`config.mk`:
```
export PLATFORM = sky130hd
export DESIGN_NAME = fifo_rd_drain
export DESIGN_NICKNAME = d
export VERILOG_FILES = /design/src/rtl/fifo_pkg.sv /design/src/rtl/fifo_skid_buf.sv /design/src/rtl/fifo_rd_drain.sv
export SDC_FILE = /design/constraint.sdc
export NUM_CORES = 1
export LEC_CHECK = 0
export CAP_MARGIN = 20
export CORE_ASPECT_RATIO = 1.2
export CORE_MARGIN = 5
export CORE_UTILIZATION = 35
export CTS_BUF_LIST = sky130_fd_sc_hd__clkbuf_2
export CTS_CLUSTER_SIZE = 10
export DETAILED_ROUTE_END_ITERATION = 10
export SYNTH_ARGS = -nofsm -noshare
export SYNTH_HDL_FRONTEND = slang
export SYNTH_SLANG_ARGS = --single-unit
```
`constraint.sdc`:
```
create_clock -name rd_clk_i -period 3.87 [get_ports rd_clk_i]
set_input_delay 0.774 -clock rd_clk_i [delete_from_list [all_inputs] [get_ports rd_clk_i]]
set_output_delay 0.774 -clock rd_clk_i [all_outputs]
set_load 0.01 [all_outputs]
```
`src/rtl/fifo_pkg.sv`:
```
// Shared types and constants for the FIFO read-side drain engine.
// Holds the FSM encoding, default data width and counter widths.
package fifo_pkg;

    localparam int WIDTH_DEF  = 16;
    localparam int WORD_CNT_W = 32;
    localparam int ERR_CNT_W  = 16;

    typedef enum logic [1:0] {
        IDLE  = 2'd0,
        RUN   = 2'd1,
        DRAIN = 2'd2
    } fifo_state_t;

    // Error counter sticks at all-ones rather than wrapping.
    function automatic logic [ERR_CNT_W-1:0] sat_inc_err(input logic [ERR_CNT_W-1:0] v);
        return (&v) ? v : v + ERR_CNT_W'(1);
    endfunction

endpackage

```
`src/rtl/fifo_skid_buf.sv`:
```
// Two-entry in-order skid buffer. Head entry drives the output data directly,
// so it only changes on a pop or when a push lands in an empty buffer.
module fifo_skid_buf
    import fifo_pkg::*;
#(
    parameter int WIDTH = WIDTH_DEF
) (
    input  logic             i_clk,
    input  logic             i_rst,
    input  logic             i_push,
    input  logic [WIDTH-1:0] i_push_data,
    input  logic             i_pop,
    output logic [1:0]       o_occ,
    output logic [WIDTH-1:0] o_head
);

    logic [1:0]       r_occ;
    logic [WIDTH-1:0] r_head;
    logic [WIDTH-1:0] r_tail;

    always_ff @(posedge i_clk) begin
        if (i_rst) begin
            r_occ  <= 2'd0;
            r_head <= '0;
            r_tail <= '0;
        end else begin
            case ({i_push, i_pop})
                2'b10: begin
                    if (r_occ == 2'd0) begin
                        r_head <= i_push_data;
                    end else begin
                        r_tail <= i_push_data;
                    end
                    r_occ <= r_occ + 2'd1;
                end
                2'b01: begin
                    r_head <= r_tail;
                    r_occ  <= r_occ - 2'd1;
                end
                2'b11: begin
                    // Occupancy unchanged; the pushed word goes behind whatever remains.
                    if (r_occ == 2'd1) begin
                        r_head <= i_push_data;
                    end else begin
                        r_head <= r_tail;
                        r_tail <= i_push_data;
                    end
                end
                default: begin
                end
            endcase
        end
    end

    assign o_occ  = r_occ;
    assign o_head = r_head;

endmodule

```
`src/rtl/fifo_rd_drain.sv`:
```
// Drains a 1-cycle-latency FIFO read port into a valid/ready stream through a
// two-entry skid buffer, counting delivered words and discarded (errored) reads.
module fifo_rd_drain
    import fifo_pkg::*;
#(
    parameter int WIDTH = WIDTH_DEF
) (
    input  logic                  rd_clk_i,
    input  logic                  rst_i,
    input  logic                  enable_i,
    input  logic                  fifo_empty_i,
    input  logic [WIDTH-1:0]      fifo_rdata_i,
    input  logic                  fifo_rd_error_i,
    output logic                  fifo_rd_en_o,
    output logic [WIDTH-1:0]      m_data_o,
    output logic                  m_valid_o,
    input  logic                  m_ready_i,
    output logic [WORD_CNT_W-1:0] word_cnt_o,
    output logic [ERR_CNT_W-1:0]  err_cnt_o,
    output logic                  busy_o,
    output fifo_state_t           state_o
);

    fifo_state_t           r_state;
    logic                  r_inflight;
    logic [WORD_CNT_W-1:0] r_word_cnt;
    logic [ERR_CNT_W-1:0]  r_err_cnt;

    logic [1:0] w_occ;
    logic       w_pop;
    logic       w_push;
    logic       w_discard;
    logic [2:0] w_level;

    // Stream handshake: a word transfers on every rising edge where m_valid_o
    // and m_ready_i are both high; m_data_o is held while valid waits for ready.
    assign m_valid_o = (w_occ != 2'd0);
    assign w_pop     = m_valid_o & m_ready_i;
    assign w_push    = r_inflight & ~fifo_rd_error_i;
    assign w_discard = r_inflight & fifo_rd_error_i;

    // Slots committed after this edge; a same-cycle pop frees one, which is
    // what lets m_ready_i reach the read strobe for back-to-back reads.
    assign w_level      = {1'b0, w_occ} + {2'b00, r_inflight} - {2'b00, w_pop};
    assign fifo_rd_en_o = (r_state == RUN) & ~fifo_empty_i & (w_level < 3'd2);

    always_ff @(posedge rd_clk_i) begin
        if (rst_i) begin
            r_state    <= IDLE;
            r_inflight <= 1'b0;
        end else begin
            r_inflight <= fifo_rd_en_o;
            case (r_state)
                IDLE: begin
                    if (enable_i) r_state <= RUN;
                end
                RUN: begin
                    if (!enable_i) r_state <= DRAIN;
                end
                DRAIN: begin
                    if (enable_i) begin
                        r_state <= RUN;
                    end else if (w_occ == 2'd0 && !r_inflight) begin
                        r_state <= IDLE;
                    end
                end
                default: r_state <= IDLE;
            endcase
        end
    end

    always_ff @(posedge rd_clk_i) begin
        if (rst_i) begin
            r_word_cnt <= '0;
            r_err_cnt  <= '0;
        end else begin
            if (w_pop) r_word_cnt <= r_word_cnt + WORD_CNT_W'(1);
            if (w_discard) r_err_cnt <= sat_inc_err(r_err_cnt);
        end
    end

    fifo_skid_buf #(
        .WIDTH(WIDTH)
    ) u_skid (
        .i_clk       (rd_clk_i),
        .i_rst       (rst_i),
        .i_push      (w_push),
        .i_push_data (fifo_rdata_i),
        .i_pop       (w_pop),
        .o_occ       (w_occ),
        .o_head      (m_data_o)
    );

    assign word_cnt_o = r_word_cnt;
    assign err_cnt_o  = r_err_cnt;
    assign busy_o     = (r_state != IDLE);
    assign state_o    = r_state;

endmodule

```
Yosys cells after proc, flatten, opt, wreduce, memory -nomap -nowiden. Cells that the tools add are included.

Bits in registers: 85. Output and inout bits: 69. Logic and storage cells: 60.

Add/subtract/negate cells: 6. $lt $le $gt $ge: 1. Equal/unequal tests: 12. Mux-type cells: 12. Bitwise operators: 8. Reductions and logical operators: 14.

Operators with widths (count): $mux W16 (4); $pmux W16 S3 (1); $add A32 B1 Y32 const B (1); $pmux W16 S2 (1); $add A16 B1 Y16 const B (1); $reduce_and A16 Y1 (1); $ne A2 B2 Y1 const B (5); $mux W2 (4); $reduce_bool A2 Y1 (4); $eq A2 B1 Y1 const B (3); $eq A2 B2 Y1 const B (3); $pmux W2 S3 (1); $reduce_and A3 Y1 (2); $and A1 B1 Y1 (5); $logic_not A2 Y1 (2); $pmux W2 S2 (1); $reduce_and A2 Y1 (2); $add A2 B1 Y3 (1); $lt A3 B2 Y1 const B (1); $ne A3 B3 Y1 const B (1); $not A1 Y1 (3); $reduce_bool A3 Y1 (1); $sub A3 B1 Y3 (1); $add A2 B1 Y2 const B (1); other kinds (3) (3).

Longest topological paths before layout.
Word-level depth: 5. Gate-level depth with buffers: 11.

Modules after synthesis. From an unflattened synthesis, not the netlist that was laid out.

Cell total of the unflattened synthesis: 475. Area, all modules: 4192.8 um^2.

Modules (own cells, without submodules): fifo_rd_drain (instances 1, cells an instance 276, area an instance 2417.3 um^2, seq. area each 1021.0 um^2); fifo_skid_buf (instances 1, cells an instance 199, area an instance 1775.5 um^2, seq. area each 680.7 um^2).

Worst setup path before layout. OpenSTA, ideal clock, no wires.

Kind: input port to output port. Start: input m_ready_i. End: output fifo_rd_en_o. Arrival time: 2.475 ns. Slack: 0.621 ns. Stages on the path: 7. Cell sequence: nand2b_1 inv_1 ha_1 nand2b_1 fa_1 xor2_1 nor4b_1.

Cells in the longest elaborated chain, start to end: 4.

RTL lines: start: declaration (line fifo_rd_drain.sv:17) `input logic m_ready_i,`; $and A1 B1 Y1 (line fifo_rd_drain.sv:38) `assign w_pop = m_valid_o & m_ready_i;`; named net u_skid.i_pop (line fifo_skid_buf.sv:12) `input logic i_pop,`; $sub A3 B1 Y3 (line fifo_rd_drain.sv:44) `assign w_level = {1'b0, w_occ} + {2'b00, r_inflight} - {2'b00, w_pop};`; $lt A3 B2 Y1 (line fifo_rd_drain.sv:45) `assign fifo_rd_en_o = (r_state == RUN) & ~fifo_empty_i & (w_level < 3'd2);`; $and A1 B1 Y1 (line fifo_rd_drain.sv:45); end: declaration (line fifo_rd_drain.sv:14) `output logic fifo_rd_en_o,`.

The timed path passes the listed nets, and every way through them passes these cells.

Worst setup path after layout. Ends and elaborated chain as after synthesis.

==> results <==
- The remaining global-route overflow is 0.
- The detailed-router iteration count before antenna repair is 4.
- The nature of the critical path startpoint is an input pin.
- The headroom to the max-slew limit is 52.9%.
- The number of maximum-capacitance constraint violations is 0.
- For this block, the routed nets add up to roughly 10000 µm of wire.
- The register-to-register path setup slack is 1.30 ns.
- The floorplan step set the die width to around 110 µm.
- After clock tree synthesis, the flow added hold-fix buffers numbering 0.
- The total placed cells including tap cells is between 600 and 700.
- The number of nets at the end of the flow is ~560.
- The number of global-route vias before repair is 3416.
- The largest total area in the synthesized netlist belongs to sky130_fd_sc_hd__dfxtp_1.
- The maximum buffer depth of the clock tree is 2.
- In the final routed layout, each cell accounts on average for ~15 µm.
- The internal power of the cells is roughly 1400 µW.
- Each instance of the synthesized netlist takes up on average 8.88 µm².
- Of the post-synthesis cell area, the dominant cell type holds 43.7%.
- The library cell used most frequently in the layout, excluding fill and tap cells, is sky130_fd_sc_hd__clkdlybuf4s50_1.
- The clock sink count is 85.
- The placeable core region is roughly 11000 µm².
- The number of antenna violations at the first check in global routing is 0.
- The largest driver fanout on the critical path is 2.
- The clock network power share is approximately a fifth.
- The largest net degree at the start of global routing is 40.
- Synthesis instantiated between 40 and 50 different standard cells from the library.
- The initialized floorplan defines 42 standard-cell rows.
- The total power density per cell area is between 400 and 500 nW/µm².
- The clock tree synthesis step divided the H-tree into 3 levels.
- After detailed routing, the number of remaining DRC violations is 0.
- The CTS buffer count is 9.
- The detail route stage leaves a number of antenna-violating nets equal to 0.
- In this run the cell area of the synthesized design comes to slightly below 4000 µm².
- TritonCTS built the clock tree.
- The die covers 13400 µm².
- The peak supply drop is approximately 0.00021 V.
- The library cells used most frequently in the layout, excluding fill and tap cells, are sky130_fd_sc_hd__clkdlybuf4s50_1 (88), sky130_fd_sc_hd__dfxtp_1 (83), sky130_fd_sc_hd__nor2_1 (56).
- During I/O placement, the number of pins put on the boundary was slightly above 90.
- The initial utilization of the core area, before any placement, comes to 35.5%.
- Measured along the y axis, the die boundary spans between 100 and 150 µm.
- The smallest hold slack is 0.502 ns.
- Clock-pin slew was measured on the worst setup and hold paths at between 0.2 and 0.25 ns.
- The post-route cell area is a little over 5000 µm².
- The final core utilization is a little under half.
- Detailed routing inserted a total of approximately 3600 vias.
- The count of final hold-check violations was 0.
- The endpoint of the worst hold-timing path is word_cnt_o[31]$_SDFFE_PP0P_.
- For this run, the total global-route usage over all layers was measured as roughly 15%.
- Prior to clock tree synthesis, the placed netlist has a worst setup slack of -0.249 ns.
- Counting the fill cells in the layout gives between 1000 and 1500.
- Setup violations remaining at the end of the flow were counted as 0.
- For the worst setup path, the data arrival time is around 2.8 ns.
- The run finished with clean final reports.
- Summed over all cells, the static leakage comes to ~0.0016 µW.
- For the worst-skew pair, the clock arrives at the later sink with an insertion delay of approximately 0.52 ns.
- The logic gate share of total power is 29.3%.
- The number of cells produced by synthesis is roughly 440.
- The placement-stage cell area is 4940 µm².
- Of the total power, registers draw 49.4%.
- For this design the total switching power over the nets is 649 µW.
- Yosys printed 0 warnings.
- The class of the most critical hold timing path is reg -> reg.
- The number of standard cells in the layout, taps in and fillers out is about 670.
- The transition time of the tightest slew-check pin is approximately 0.70 ns.
- By startpoint and endpoint, the worst setup path is classified as in -> out.
- The first-pass GRT wire length is around 17000 µm.
- The cell sitting at the root of the clock tree is a sky130_fd_sc_hd__clkbuf_2.
- The post-synthesis net count is between 400 and 500.
- The fraction of power spent switching nets is about a third.
- The depth of the worst hold-timing path is 2.
- Routability-driven placement finished with a final weighted congestion of around 0.80.
- The worst hold path begins at word_cnt_o[31]$_SDFFE_PP0P_.
- The iteration-0 DRC count of the detailed router is 149.
- From synthesis to final layout, the design area changed by 29.8%.
- The endpoint class of the critical path is an output port.
- The startpoint identified for the worst register-to-register timing path is u_skid.o_occ[1]$_SDFFE_PP0P_.
- For this run, the top clock speed supported by timing is 0.278 GHz.
- The count of buffers inserted at the top-level ports is 90.
- The post-synthesis register bit count is 85.
- After legalization and detailed placement, the total HPWL measured about 7000 µm.
- The worst register-to-register path ends at word_cnt_o[26]$_SDFFE_PP0P_.
- Yosys attributes the largest share of cell area to sky130_fd_sc_hd__dfxtp_1 (44%), sky130_fd_sc_hd__nor2_1 (5.4%), sky130_fd_sc_hd__mux2i_1 (4.4%).
- The final critical path time including I/O delays and setup is 3.60 ns.
- The worst setup skew after layout is 0.0257 ns.
- The total count of max-transition violations in the final report is 0.
- Using the TritonRoute via totals, the vias-per-cell ratio works out to ~5.4.
- Setup repair after global routing left no endpoint under its margin.
- The count of cells along the worst register-to-register path is 7.
- For this run, the register share of the synthesized area comes to approximately 44%.
- The ratio of cells with drive above 1 in the final layout is 6.95%.
- The post-route clock period utilization is between 90 and 100%.
- The required time of the worst setup path is between 3 and 4 ns.
- The worst-case setup margin in the final layout is approximately 0.27 ns.
-- critical path, stage by stage --
cell and delay (ns):
sky130_fd_sc_hd__clkdlybuf4s50_1 0.51, sky130_fd_sc_hd__nand2b_1 0.08, sky130_fd_sc_hd__inv_1 0.08, sky130_fd_sc_hd__ha_1 0.22, sky130_fd_sc_hd__nand2b_1 0.15, sky130_fd_sc_hd__fa_1 0.38
sky130_fd_sc_hd__xor2_1 0.16, sky130_fd_sc_hd__nor4b_2 0.27, sky130_fd_sc_hd__buf_2 0.20
-- kinds of logic (layout without fill, tap and decap cells) --
logic type      Yosys count  after routing  synth area share, %
compound gates           93             93                 15.7
xor+xnor                 15             15                 3.37
fa+ha+maj                 9              9                 3.08
buf+inv                  36            129                 3.56
flops                    85             85                 43.7
mux                      23             23                 6.10
other cells               0              1                    0
simple gates            178            178                 24.5
-- layer usage --
layer	GRT usage [%]	vias up	routed length, µm
li1	-	1795	-
met5	0	-	0
met4	5.49	0	152
met3	5.15	11	641
met1	18.7	1722	4340
met2	24.5	89	4790
-- metrics by stage --
step                      setup TNS [ns]  power (µW)
after floorplan                        0        1350
after global placement            -0.274        1620
after detailed placement          -0.249        1630
after CTS                              0        2080
after global routing                   0        2200
final                                  0        2050
-- cells in the mapped netlist (all sizes together) --
master and n:
a211oi 19, a21oi 25, a22oi 16, a311oi 1, and2 3, and3 2, and4 4, and4b 1
buf 8, clkbuf 15, dfxtp 85, fa 1, ha 8, inv 13, mux2 6, mux2i 17
nand2 26, nand2b 5, nand3 9, nand3b 1, nand4 16, nand4b 1, nor2 56, nor2b 7
nor3 3, nor3b 1, nor4 7, nor4b 3, o211a 1, o211ai 1, o21a 1, o21ai 12
o311ai 1, o31a 1, o31ai 14, o41ai 1, or2 2, or3 13, or4 18, xnor2 7
xor2 8
-- timing repair --
item | CTS | global route
resized for setup | 5 | 4
buffers inserted | 0 | 1
endpoints found under the setup margin | 1 | 1
-- area by class of cell --
cell class                      instances  area (µm²)  share of cell area, %
Inverter                               13        48.8                  0.965
Antenna cell                            1        2.50                 0.0495
Clock buffer                            9        45.0                  0.891
Multi-Input combinational cell        318        2070                   40.9
Timing Repair Buffer                  100         966                   19.1
Clock inverter                          7        56.3                   1.11
Sequential cell                        85        1710                   33.8
Tap cell                              132         165                   3.27
-- how the worst max path moves through the flow --
stage,cells after the start,end,slack (ns),from
CTS,10,fifo_rd_en_o,0.01,u_skid.o_occ[0]$_SDFFE_PP0P_
global route,10,fifo_rd_en_o,0.03,u_skid.o_occ[1]$_SDFFE_PP0P_
global placement,9,fifo_rd_en_o,-0.27,m_ready_i
floorplan,7,fifo_rd_en_o,0.62,m_ready_i
finish,9,fifo_rd_en_o,0.27,m_ready_i
detailed placement,9,fifo_rd_en_o,-0.25,m_ready_i
-- power by group through the flow --
| stage | logic (µW) | clock network [µW] | registers [µW] |
|---|---|---|---|
| after floorplan | 302 | 0 | 1050 |
| after global placement | 592 | 0 | 1030 |
| after detailed placement | 600 | 0 | 1030 |
| after CTS | 604 | 459 | 1010 |
| after global routing | 677 | 501 | 1030 |
| final | 602 | 438 | 1010 |
-- sequential cells by signal, indices dropped and copies added, names as in the netlist --
name           count
err_cnt_o         16
state_o            2
r_inflight         1
u_skid.o_occ       2
u_skid.r_tail     16
u_skid.o_head     16
word_cnt_o        32
Power figures use the tool's default switching activity.
